[config.mk]
export PLATFORM = sky130hd
export DESIGN_NAME = imem_loader
export DESIGN_NICKNAME = d
export VERILOG_FILES = /design/src/rtl/imem_loader.sv
export SDC_FILE = /design/constraint.sdc
export NUM_CORES = 1
export LEC_CHECK = 0
export ABC_AREA = 0
export CORE_AREA = 2 2 98 100
export CTS_BUF_LIST = sky130_fd_sc_hd__clkbuf_2
export CTS_CLUSTER_SIZE = 10
export DETAILED_ROUTE_END_ITERATION = 8
export DIE_AREA = 0 0 100 102
export PLACE_DENSITY = 0.89
export SYNTH_ARGS = -nofsm -noshare
export SYNTH_HDL_FRONTEND = slang
export SYNTH_SLANG_ARGS = --single-unit
[constraint.sdc]
create_clock -name clock -period 2.96 [get_ports clock]
set_input_delay 0.592 -clock clock [delete_from_list [all_inputs] [get_ports clock]]
set_output_delay 0.592 -clock clock [all_outputs]
set_load 0.02 [all_outputs]
[src/rtl/imem_loader.sv]
// Instruction memory loader: takes a length-prefixed, checksummed byte stream,
// assembles big-endian 16-bit words and writes them through the instruction
// memory word port. The CPU is held until a verified image is in place.
//
//  state     | meaning
//  ----------+-------------------------------------------------------------
//  S_LEN_HI  | waiting for high byte of word count
//  S_LEN_LO  | waiting for low byte of word count; range check on accept
//  S_DAT_HI  | waiting for high byte of next instruction word
//  S_DAT_LO  | waiting for low byte; accept triggers the memory write
//  S_CHK_HI  | waiting for high byte of checksum
//  S_CHK_LO  | waiting for low byte; compare against running sum
//  S_DONE    | image verified, CPU released, stream closed
//  S_ERR     | bad length or checksum, CPU held, stream closed
module imem_loader #(
   parameter int DEPTH  = 1024,
   parameter int ADDR_W = 10
) (
   input  logic              clock,
   input  logic              reset,
   input  logic [7:0]        byte_in,
   input  logic              byte_valid,
   output logic              byte_ready,
   input  logic              restart,
   output logic              imem_we,
   output logic [ADDR_W-1:0] imem_addr,
   output logic [15:0]       imem_wdata,
   output logic              cpu_hold,
   output logic              done,
   output logic              error,
   output logic [15:0]       words_loaded
);

   typedef enum logic [2:0] {
      S_LEN_HI, S_LEN_LO, S_DAT_HI, S_DAT_LO,
      S_CHK_HI, S_CHK_LO, S_DONE,   S_ERR
   } state_t;

   state_t            state_q, state_d;
   logic [7:0]        hi_q, hi_d;
   logic [15:0]       len_q, len_d;
   logic [15:0]       sum_q, sum_d;
   logic [15:0]       wl_q, wl_d;
   logic              we_q, we_d;
   logic [ADDR_W-1:0] addr_q, addr_d;
   logic [15:0]       wdata_q, wdata_d;
   logic              hs;
   logic [15:0]       rx_word;

   // Stream is open in every loading state; closed once a verdict is reached.
   assign byte_ready   = (state_q != S_DONE) && (state_q != S_ERR);
   assign hs           = byte_valid & byte_ready;
   assign rx_word      = {hi_q, byte_in};
   assign cpu_hold     = (state_q != S_DONE);
   assign done         = (state_q == S_DONE);
   assign error        = (state_q == S_ERR);
   assign imem_we      = we_q;
   assign imem_addr    = addr_q;
   assign imem_wdata   = wdata_q;
   assign words_loaded = wl_q;

   // Register stage for the FSM and its datapath.
   always_ff @(posedge clock or posedge reset) begin
      if (reset) begin
         state_q <= S_LEN_HI;
         hi_q    <= '0;
         len_q   <= '0;
         sum_q   <= '0;
         wl_q    <= '0;
         we_q    <= 1'b0;
         addr_q  <= '0;
         wdata_q <= '0;
      end else begin
         state_q <= state_d;
         hi_q    <= hi_d;
         len_q   <= len_d;
         sum_q   <= sum_d;
         wl_q    <= wl_d;
         we_q    <= we_d;
         addr_q  <= addr_d;
         wdata_q <= wdata_d;
      end
   end

   // Next-state and datapath updates; restart wins over a same-cycle byte.
   always_comb begin
      state_d = state_q;
      hi_d    = hi_q;
      len_d   = len_q;
      sum_d   = sum_q;
      wl_d    = wl_q;
      we_d    = 1'b0;
      addr_d  = addr_q;
      wdata_d = wdata_q;
      if (restart) begin
         state_d = S_LEN_HI;
         sum_d   = '0;
         wl_d    = '0;
      end else if (hs) begin
         case (state_q)
            S_LEN_HI: begin
               hi_d    = byte_in;
               state_d = S_LEN_LO;
            end
            S_LEN_LO: begin
               len_d = rx_word;
               // 17-bit compare so a DEPTH of 65536 still works.
               if ({1'b0, rx_word} > 17'(DEPTH))
                  state_d = S_ERR;
               else if (rx_word == 16'd0)
                  state_d = S_CHK_HI;
               else
                  state_d = S_DAT_HI;
            end
            S_DAT_HI: begin
               hi_d    = byte_in;
               state_d = S_DAT_LO;
            end
            S_DAT_LO: begin
               // words_loaded doubles as the write index; LEN <= DEPTH keeps it in range.
               we_d    = 1'b1;
               wdata_d = rx_word;
               addr_d  = wl_q[ADDR_W-1:0];
               sum_d   = sum_q + rx_word;
               wl_d    = wl_q + 16'd1;
               state_d = ((wl_q + 16'd1) == len_q) ? S_CHK_HI : S_DAT_HI;
            end
            S_CHK_HI: begin
               hi_d    = byte_in;
               state_d = S_CHK_LO;
            end
            S_CHK_LO: begin
               state_d = (rx_word == sum_q) ? S_DONE : S_ERR;
            end
            default: begin
               state_d = state_q;
            end
         endcase
      end
   end

endmodule

==> impl_results.md, run 1 <==
- Final Non-Filler Cells: 643
- Drt pass-1 iters: 5
- Critical path arrival: 2.27 ns
- EDFF count, synth: 0
- Total chip power: 2.820 mW
- P_sw: 0.9694 mW
- Insertion delay to the later sink of the worst-skew pair: slightly below 0.6 ns
- Outcome: complete, no violations
- Final Hold Viols: 0
- Main flop type after synthesis: dfrtp_1
- Post-CTS Setup Repair Bufs: 0
- Post-DP HPWL: 8467 um
- Layout area overhead: 21.37%
- Row count: 35
- Total core area: 9109 sq um
- Yosys reg bits: 86
- Peak VDD IR: roughly 0.24 mV
- M1 wire length: between 4000 and 5000 um
- Gp weighted congestion: 0.9308
- Final Slew Violations: 0
- PD cells: 496.0 nW/um^2
- H-Tree Depth: 3
- Top Metal Used: met4
- Reg clk slew, reported paths: 0.29 ns
- Pin slew with the least headroom to its limit: 0.7233 ns
- Sequential area share after synthesis: 45.94%
- WL final: 11490 um
- Setup crit end kind: output pin
- Critical path type: flop to output pin
- Cell Int Power: 1.851 mW
- Clock share of power: a little over a fifth
- Vias in the first global route: ~4000
- Layout cell share with drive strength beyond 1: 20.49%
- Max-slew headroom: 51.78%
- Buffers added on ports: 58
- Syn Area/Cell: 10.46 sq um
- Syn_nets: 477
- Max Freq: ~0.35 GHz
- Area of the mapped netlist: 4684 sq um
- Clk buf depth: 2
- Vert. Die Dim: 102 um
- Final #Nets: 556
- Fillcell total: 730
- Die width: 100 um
- TritonCTS buffer count: 9
- Global-route wire length before repair: 19050 um
- Vias per inst: 5.956
- Clk sinks: 86
- Critical Path Fanout Max: 9
- Dpl cells: 627
- Boundary pin count: a little under 60
- Largest net degree at the start of global routing: 40
- Number of max-cap violations: 0
- Total grt overflow: 0
- Layout Utilization: 62.42%
- Min Tclk post-route: 2.867 ns
- Skew final: 0.04641 ns
- WL met3: about 550 um
- Setup repair after global routing missed its margin: false
- Crit path from: state_q[2]$_DFFE_PP0P_
- Tcrit/Tclk final: 96.85%
- Sw Ratio: 34.38%
- Design area: 5685 sq um
- CP Launch Type: flop
- Met2 routed WL: 5915 um
- Die area: between 10000 and 15000 sq um
- Post-route ant nets: 0
- Power share of the combinational group: 26.5%
- Synth unique cells: 53
- Post-Syn Instances: roughly 450
- Pleak: 2.552 nW
- CTS tree: done
- Final setup violation count: 0
- Initial antenna violation count: 0
- DRC viols: 0
- Seq pwr share: 52.6%
- Reg2reg start: sum_q[0]$_DFFE_PP0P_
- Fin Setup TNS: 0 ns
- Wire length per cell: 17.88 um
- Ys async rst share: 100.0%
- Via count: 3830
- Ys Warns: 0
- Data required, critical path: 2.37 ns
- Worst hold path type: input port to asynchronous set/reset pin
- N_diodes: 0
- Initial Util: 51.43%
- GRT Resource Usage Total: 24.02%
- Placed cell area: 5573 sq um
- Iter 0 DRT Violations: 223
- Root buffer cell: clkbuf_2
## power groups by stage
stage          registers, mW  clock network, mW  logic, mW
6_report                1.48              0.589      0.748
5_1_grt                 1.50              0.649      0.818
4_1_cts                 1.48              0.602      0.748
3_5_place_dp            1.50                  0      0.743
3_3_place_gp            1.49                  0      0.707
2_1_floorplan           1.51                  0      0.447
## cells in the final DEF (no fill, tap or decap), drive strengths merged, types with 2 or more instances in the layout
cell           count
o211ai             2
nor2b              2
nor4               6
mux2              51
a311oi             2
nand4b             2
buf               29
clkinv             3
clkdlybuf4s50     58
a31oi              3
or4                2
xnor2             24
o21ai             18
and4               4
dfrtp             86
or3               10
xor2              22
clkinvlp           2
clkbuf             9
ha                16
nand2b             4
nand2             40
and3               8
inv                8
o22ai              2
nand3             16
nor2              31
a21oi             28
or2                3
a211oi             4
a21o               7
o31ai              2
nor3              11
## kinds of logic after synthesis
kind of cell	synth area share [%]
simple gates	15.57
buf+inv	2.190
compound gates	10.44
fa+ha+maj	4.701
mux	12.55
flops	45.94
xor+xnor	8.600
## synth_stat cells (4+ instances only)
master	number	area [sq um]
a211oi_1	4	30.03
clkbuf_1	11	41.29
a21o_1	7	52.55
xor2_1	22	192.7
inv_1	6	22.52
xnor2_1	24	210.2
buf_2	6	30.03
dfrtp_1	86	2152
a21oi_1	28	140.1
ha_1	16	200.2
or3_1	9	56.30
and4_1	4	35.03
o21ai_0	18	90.09
nand2_1	40	150.1
nor2_1	30	112.6
nand3_1	16	80.08
nor4_1	6	37.54
mux2_2	50	563.0
and3_1	8	50.05
nor3_1	11	55.05
## per-layer routing
layer  track usage (%)  vias up
met5                 0        -
met4             10.43        0
met3             5.335       40
met2             42.31      145
met1             28.46     1882
li1                  -     1763
## worst max-delay path, cell delays in order, from the launching register on
cell             delay (ns)
dfrtp_1                0.59
nand2_1                0.16
or2_2                  0.31
inv_1                  0.06
clkdlybuf4s50_1        0.60
## stage by stage
stage                     hold WS, ns  setup slack [ns]
after floorplan                0.4943            0.1462
after global placement         0.4882           -0.2536
after detailed placement       0.4949           -0.2958
after CTS                      0.2924           0.09176
after global routing           0.3159          0.004061
final                          0.3029           0.09311
## path summary, 6_finish.rpt
kind / to / slack [ns] / cells past startpoint
setup / recovery: done / 0.09 / 4
max in group asynchronous: sum_q[9]$_DFFE_PP0P_ / 1.97 / 3
hold reg to reg: sum_q[4]$_DFFE_PP0P_ / 0.55 / 2
setup reg to reg: sum_q[14]$_DFFE_PP0P_ / 0.47 / 9
hold / removal: imem_addr[1]$_DFFE_PP0P_ / 0.30 / 2
min in group clock: sum_q[4]$_DFFE_PP0P_ / 0.55 / 2
## area by class of cell
| type | count | area [sq um] | area share (%) |
|---|---|---|---|
| repair buffers | 87 | 823.3 | 14.48 |
| well taps | 111 | 138.9 | 2.443 |
| inverters | 6 | 23.77 | 0.4181 |
| clock buffers | 9 | 45.04 | 0.7923 |
| flip-flops and latches | 86 | 2153 | 37.87 |
| clock inverters | 7 | 66.31 | 1.166 |
| multi-input cells | 337 | 2435 | 42.83 |
## registers in the layout, indices dropped and copies added, names as in the netlist
signal	count
len_q	16
sum_q	16
imem_addr	10
hi_q	8
imem_wdata	16
imem_we	1
words_loaded	16
state_q	3
## repair_timing
action	4_1_cts	5_1_grt
resized for setup	0	1
endpoints found under the setup margin	0	1
endpoints found under the hold margin	0	0
hold buffers	0	0
(Power assumes the default switching activity.)
==> run 2: changes to the inputs <==
==> constraint.sdc (replaced) <==
create_clock -name clock -period 2.5 [get_ports clock]
set_input_delay 0.5 -clock clock [delete_from_list [all_inputs] [get_ports clock]]
set_output_delay 0.5 -clock clock [all_outputs]
set_load 0.02 [all_outputs]
==> impl_results.md, run 2 (synthesis gave the netlist of run 1 again) <==
- TritonCTS buffer count: 9 (unchanged)
- Vias in the first global route: 3987 (+0.76%)
- Peak VDD IR: 0.2802 mV (+16%)
- Row count: 35 (unchanged)
- H-Tree Depth: 3 (unchanged)
- CTS tree: done
- Tcrit/Tclk final: 96.29%
- Via count: 3912 (+2.1%)
- Drt pass-1 iters: 4 (-1)
- Layout cell share with drive strength beyond 1: 24.41% (+3.9 points)
- Total core area: 9109 sq um (unchanged)
- Min Tclk post-route: ~2.4 ns
- Reg clk slew, reported paths: 0.25 ns (-0.04 ns)
- Number of max-cap violations: 0 (unchanged)
- Final setup violation count: 0 (unchanged)
- Critical path arrival: 1.91 ns (-0.36 ns)
- Hold_ws: 0.2411 ns (-0.06180 ns)
- Insertion delay to the later sink of the worst-skew pair: 0.54 ns (-0.05 ns)
- Die width: 100 um (unchanged)
- Setup repair after global routing missed its margin: false
- P_sw: 1.094 mW (+13%)
- Crit Reg-Reg Endpoint: state_q[2]$_DFFE_PP0P_
- Gp weighted congestion: 0.9536 (+2.4%)
- Boundary pin count: 59 (unchanged)
- Global-route wire length before repair: 19340 um (+1.5%)
- Final #Nets: 578 (+4.0%)
- Root buffer cell: clkbuf_2
- Vert. Die Dim: 102 um (unchanged)
- Dpl ws: -0.5711 ns (-0.2753 ns)
- Layout Utilization: 64.44% (+2.0 points)
- Post-CTS Hold Fix Bufs: 0 (unchanged)
- Max Freq: 0.4154 GHz
- PD cells: 578.8 nW/um^2 (+17%)
- Clock share of power: 21.4% (+0.5 points)
- Die area: 10200 sq um (unchanged)
- Wire length per cell: 17.78 um (-0.52%)
- Initial antenna violation count: 0 (unchanged)
- Post-route ant nets: 0 (unchanged)
- Clk buf depth: 2 (unchanged)
- DRC viols: 0 (unchanged)
- Post-DP HPWL: 8874 um (+4.8%)
- Most common cell after layout, fill and taps aside: dfrtp_1
- Sw Ratio: 32.21% (-2.2 points)
- Initial Util: 51.43% (unchanged)
- Iter 0 DRT Violations: 338 (+52%)
- Clk sinks: 86 (unchanged)
- Commonest cells after routing, fill and taps aside: dfrtp_1 (84), clkdlybuf4s50_1 (55), mux2_2 (50)
- Data required, critical path: 2.00 ns (-0.37 ns)
- Fin Setup TNS: 0 ns (unchanged)
- Buffers added on ports: 58 (unchanged)
- Total grt overflow: 0 (unchanged)
- Flop-to-flop setup slack: 0.12 ns (-0.35 ns)
- Cells on worst reg2reg path: 7 (-2)
- Final Hold Viols: 0 (unchanged)
- Max-slew headroom: 68.54% (+17 points)
- Fillcell total: 685 (-6.2%)
- N_diodes: 0 (unchanged)
- Vias per inst: 5.892 (-1.1%)
- Total chip power: 3.397 mW (+20%)
- Critical path type: flop to output pin
- Outcome: complete, no violations
- Layout area overhead: 25.29%
- Critical Path Fanout Max: 8 (-1)
- Seq pwr share: 51.3% (-1.3 points)
- WL final: 11810 um (+2.7%)
- Skew final: 0.02893 ns (-0.01748 ns)
- Final Slew Violations: 0 (unchanged)
- GRT Resource Usage Total: 24.11% (+0.088 points)
- Worst hold path type: input port to asynchronous set/reset pin
- CP Launch Type: flop
- Seq. cell area: 2155 sq um (about the same)
- Pleak: 2.661 nW (+4.3%)
- Cell Int Power: 2.303 mW (+24%)
- Setup crit end kind: output pin
- Power share of the combinational group: 27.3% (+0.8 points)
- Multi-input gate area: 2450 sq um (+0.62%)
- Pin slew with the least headroom to its limit: 0.4699 ns (-0.2535 ns)
- Reg2reg start: words_loaded[6]$_DFFE_PP0P_
- Largest net degree at the start of global routing: 38 (-5.0%)
- Final Worst Setup Slack: 0.09282 ns (-0.0002873 ns)
==> run 2: cell count changes in the layout (fill, tap and decap cells not counted), moves of 2 or more <==
| cell | change |
|---|---|
| buf_4 | +22 |
| clkdlybuf4s50_1 | -3 |
| clkbuf_2 | +2 |
| dlygate4sd2_1 | +2 |
| inv_6 | -2 |
==> run 2: critical path, cell delays in order, from the launching register on <==
cell and delay, ns:
dfrtp_2 0.43, buf_4 0.16, and3_1 0.19, clkdlybuf4s50_1 0.61
==> run 2: through the flow <==
step                      cell area, sq um  cells
final                                 5869    664
after global routing                  5869    664
after CTS                             5839    662
after detailed placement              5718    646
after global placement                5718    646
after floorplan                       4688    448
==> run 2: worst max path at each step <==
| stage | depth (start not counted) | end | from | slack [ns] |
|---|---|---|---|---|
| floorplan | 9 | sum_q[14]$_DFFE_PP0P_ | byte_in[0] | 0.006 |
| global placement | 11 | sum_q[12]$_DFFE_PP0P_ | byte_in[0] | -0.51 |
| detailed placement | 11 | sum_q[12]$_DFFE_PP0P_ | byte_in[0] | -0.57 |
| CTS | 3 | cpu_hold | state_q[1]$_DFFE_PP0P_ | 0.02 |
| global route | 1 | words_loaded[10] | words_loaded[10]$_DFFE_PP0P_ | 0.03 |
| finish | 3 | error | state_q[2]$_DFFE_PP0P_ | 0.09 |
==> run 2: cell type report <==
type / count / share of cell area [%]
Clock inverter: 4 / 0.9593
Sequential cell: 86 / 36.71
Clock buffer: 11 / 0.9380
Tap cell: 111 / 2.366
Timing Repair Buffer: 109 / 16.84
Inverter: 6 / 0.4477
Multi-Input combinational cell: 337 / 41.74
==> run 2: routing by layer <==
metal  global-route usage (%)  routed length [um]
met1                    29.35                4938
met2                    43.71                6076
met3                    4.651                 544
met4                    7.165                 249
met5                        0                   0
==> run 2: power by group through the flow <==
stage / Clock, mW / Sequential [mW] / Combinational [mW]
floorplan: 0 / 1.79 / 0.530
finish: 0.726 / 1.74 / 0.927
detailed placement: 0 / 1.77 / 0.912
global placement: 0 / 1.75 / 0.871
global route: 0.790 / 1.77 / 1.00
CTS: 0.745 / 1.74 / 0.922
==> run 2: repair_timing <==
item / in CTS / in global routing
buffers inserted: 1 / 2
endpoints found under the hold margin: 0 / 0
pin swaps: 1 / 2
gates resized for setup: 5 / 4
setup endpoints to repair: 4 / 3
==> run 3: changes to the inputs <==
--- a/config.mk
+++ b/config.mk
@@ -11,6 +11,7 @@
 export CTS_CLUSTER_SIZE = 10
 export DETAILED_ROUTE_END_ITERATION = 8
 export DIE_AREA = 0 0 100 102
+export GPL_TIMING_DRIVEN = 0
 export PLACE_DENSITY = 0.89
 export SYNTH_ARGS = -nofsm -noshare
 export SYNTH_HDL_FRONTEND = slang
==> constraint.sdc (replaced) <==
create_clock -name clock -period 2.5 [get_ports clock]
set_input_delay 0.5 -clock clock [delete_from_list [all_inputs] [get_ports clock]]
set_output_delay 0.5 -clock clock [all_outputs]
set_load 0.01 [all_outputs]
==> impl_results.md, run 3 (synthesis gave the netlist of run 1 again) <==
- Max-slew headroom: 51.29% (-17 points)
- Final setup violation count: 0 (unchanged)
- Data required, critical path: 2.97 ns (+0.97 ns)
- Setup crit end kind: flop
- CP Launch Type: input port
- Post-route ant nets: 0 (unchanged)
- GRT Resource Usage Total: 23.44% (-0.67 points)
- DRC viols: 0 (unchanged)
- Iter 0 DRT Violations: 333 (-1.5%)
- Row count: 35 (unchanged)
- Die width: 100 um (unchanged)
- Critical path type: input port to flop
- Via count: 3804 (-2.8%)
- Final Non-Filler Cells: 644 (-3.0%)
- Min Tclk post-route: 2.471 ns (+0.06333 ns)
- Peak VDD IR: 0.2627 mV (-6.3%)
- Total grt overflow: 0 (unchanged)
- TritonCTS buffer count: 9 (unchanged)
- Pin slew with the least headroom to its limit: 0.7306 ns (+0.2607 ns)
- Clk sinks: 86 (unchanged)
- Flop-to-flop setup slack: 0.04 ns (-0.08 ns)
- Post-DP HPWL: 8359 um (-5.8%)
- Gp weighted congestion: 0.9232 (-3.2%)
- Global-route wire length before repair: 18560 um (-4.0%)
- Placed cell area: 5448 sq um (-4.7%)
- Die area: 10200 sq um (unchanged)
- CTS tree: done
- Slowest CP cell: clkdlybuf4s50_1
- Vias in the first global route: 3748 (-6.0%)
- Crit-path max cell delay: 0.56 ns (-0.05 ns)
- Dpl cells: 619 (-4.2%)
- N_diodes: 0 (unchanged)
- Final Hold Viols: 0 (unchanged)
- Insertion delay to the later sink of the worst-skew pair: 0.57 ns (+0.03 ns)
- Drt pass-1 iters: 5 (+1)
- Outcome: complete, no violations
- Post-CTS Hold Fix Bufs: 0 (unchanged)
- Total core area: 9109 sq um (unchanged)
- Critical path arrival: 2.94 ns (+1.03 ns)
- PD cells: 588.8 nW/um^2 (+1.7%)
- Crit Reg-Reg Endpoint: sum_q[12]$_DFFE_PP0P_
- Fillcell total: 721 (+5.3%)
- Cells on worst reg2reg path: 10 (+3)
- Skew final: 0.04088 ns (+0.01195 ns)
- Number of max-cap violations: 0 (unchanged)
- Boundary pin count: 59 (unchanged)
- Initial antenna violation count: 0 (unchanged)
- Worst hold path type: input port to asynchronous set/reset pin
- Layout cell share with drive strength beyond 1: 20.83% (-3.6 points)
- Largest net degree at the start of global routing: 40 (+5.3%)
- Final #Nets: 557 (-3.6%)
- Clk buf depth: 2 (unchanged)
- Vias per inst: 5.907 (+0.26%)
- Design area: 5710 sq um (-2.7%)
- Setup repair after global routing missed its margin: true
- Critical Path Fanout Max: 5 (-3)
- Reg2reg start: sum_q[0]$_DFFE_PP0P_
- WL final: 11820 um (+0.11%)
- Crit path cell chain: clkdlybuf4s50_1 -> ha_1 -> or3_4 -> or3_1 -> o211a_1 -> a32o_1 -> mux2_4
- Initial Util: 51.43% (unchanged)
- Tcrit/Tclk final: 98.82% (+2.5 points)
- Pleak: 2.527 nW (-5.0%)
- Reg clk slew, reported paths: 0.30 ns (+0.05 ns)
- H-Tree Depth: 3 (unchanged)
- Vert. Die Dim: 102 um (unchanged)
- Layout area overhead: 21.90%
- Most common cell after layout, fill and taps aside: dfrtp_1
- Final Slew Violations: 0 (unchanged)
- Layout Utilization: 62.69% (-1.7 points)
- Buffers added on ports: 58 (unchanged)
- Commonest cells after routing, fill and taps aside: dfrtp_1 (81), clkdlybuf4s50_1 (55), mux2_2 (50)
- Max Freq: 0.4048 GHz (-2.6%)
- Wire length per cell: 18.36 um (+3.2%)
- Root buffer cell: clkbuf_2
[run 3: changes by cell type in the layout (fill, tap and decap cells not counted), moves of 2 or more]
cell,before,now
dfrtp_1,84,81
ha_1,15,13
buf_4,49,10
dfrtp_2,2,5
inv_8,0,3
clkbuf_1,0,11
a21oi_2,0,2
buf_2,0,5
a21oi_1,28,26
[run 3: layout make-up]
cell class                 instances  area, sq um  share of cell area, %
buffer                            19        82.58                  1.446
clock buffer                       9        45.04                 0.7888
clock inverter                     7        76.32                  1.337
inverter                           6        26.28                 0.4601
multi-input combinational        337         2495                  43.69
sequential                        86         2158                  37.80
tap                              111        138.9                  2.432
timing repair buffer              69        688.2                  12.05
[run 3: repair_timing]
item	in CTS	in global routing
pin swaps	0	5
setup endpoints to repair	4	23
resized for setup	6	17
setup buffers	1	8
[run 3: through the flow]
stage | TNS (ns) | hold WS, ns | setup slack (ns) | power [mW]
after floorplan | 0 | 0.4943 | 0.006286 | 2.275
after global placement | -14.01 | 0.4887 | -0.8357 | 2.533
after detailed placement | -16.33 | 0.4951 | -0.8725 | 2.590
after CTS | -0.08069 | 0.2532 | -0.08069 | 3.342
after global routing | -0.09038 | 0.2451 | -0.08014 | 3.520
final | 0 | 0.2609 | 0.02949 | 3.362
[run 3: worst max path at each step]
stage / startpoint / to / slack [ns] / cells after the start
finish: byte_in[4] / sum_q[15]$_DFFE_PP0P_ / 0.03 / 7
global route: sum_q[0]$_DFFE_PP0P_ / sum_q[12]$_DFFE_PP0P_ / -0.08 / 10
CTS: byte_in[0] / sum_q[14]$_DFFE_PP0P_ / -0.08 / 10
detailed placement: byte_in[0] / sum_q[14]$_DFFE_PP0P_ / -0.87 / 10
global placement: byte_in[0] / sum_q[14]$_DFFE_PP0P_ / -0.84 / 10
floorplan: byte_in[0] / sum_q[14]$_DFFE_PP0P_ / 0.006 / 9
[run 3: power by group]
group          total, mW  internal, mW  switching (mW)
Sequential          1.75          1.58           0.172
Clock              0.749         0.170           0.579
Combinational      0.860         0.460           0.400
[run 3: layer usage]
metal  vias up  GRT usage (%)  part of all wire (%)
met3        35          4.309                   4.7
met2       147          40.18                    50
met5         -              0                     0
met4         0          9.694                   3.2
met1      1855          29.53                    42
li1       1767              -                     -
[run 3: critical path, delay by kind of cell]
kind,cells,cell delay [ns]
AND/OR/NAND/NOR,2,0.71
buffers and inverters,1,0.56
AO/OA/AOI/OAI,2,0.54
adder cells (fa/ha/maj),1,0.33
multiplexers,1,0.30
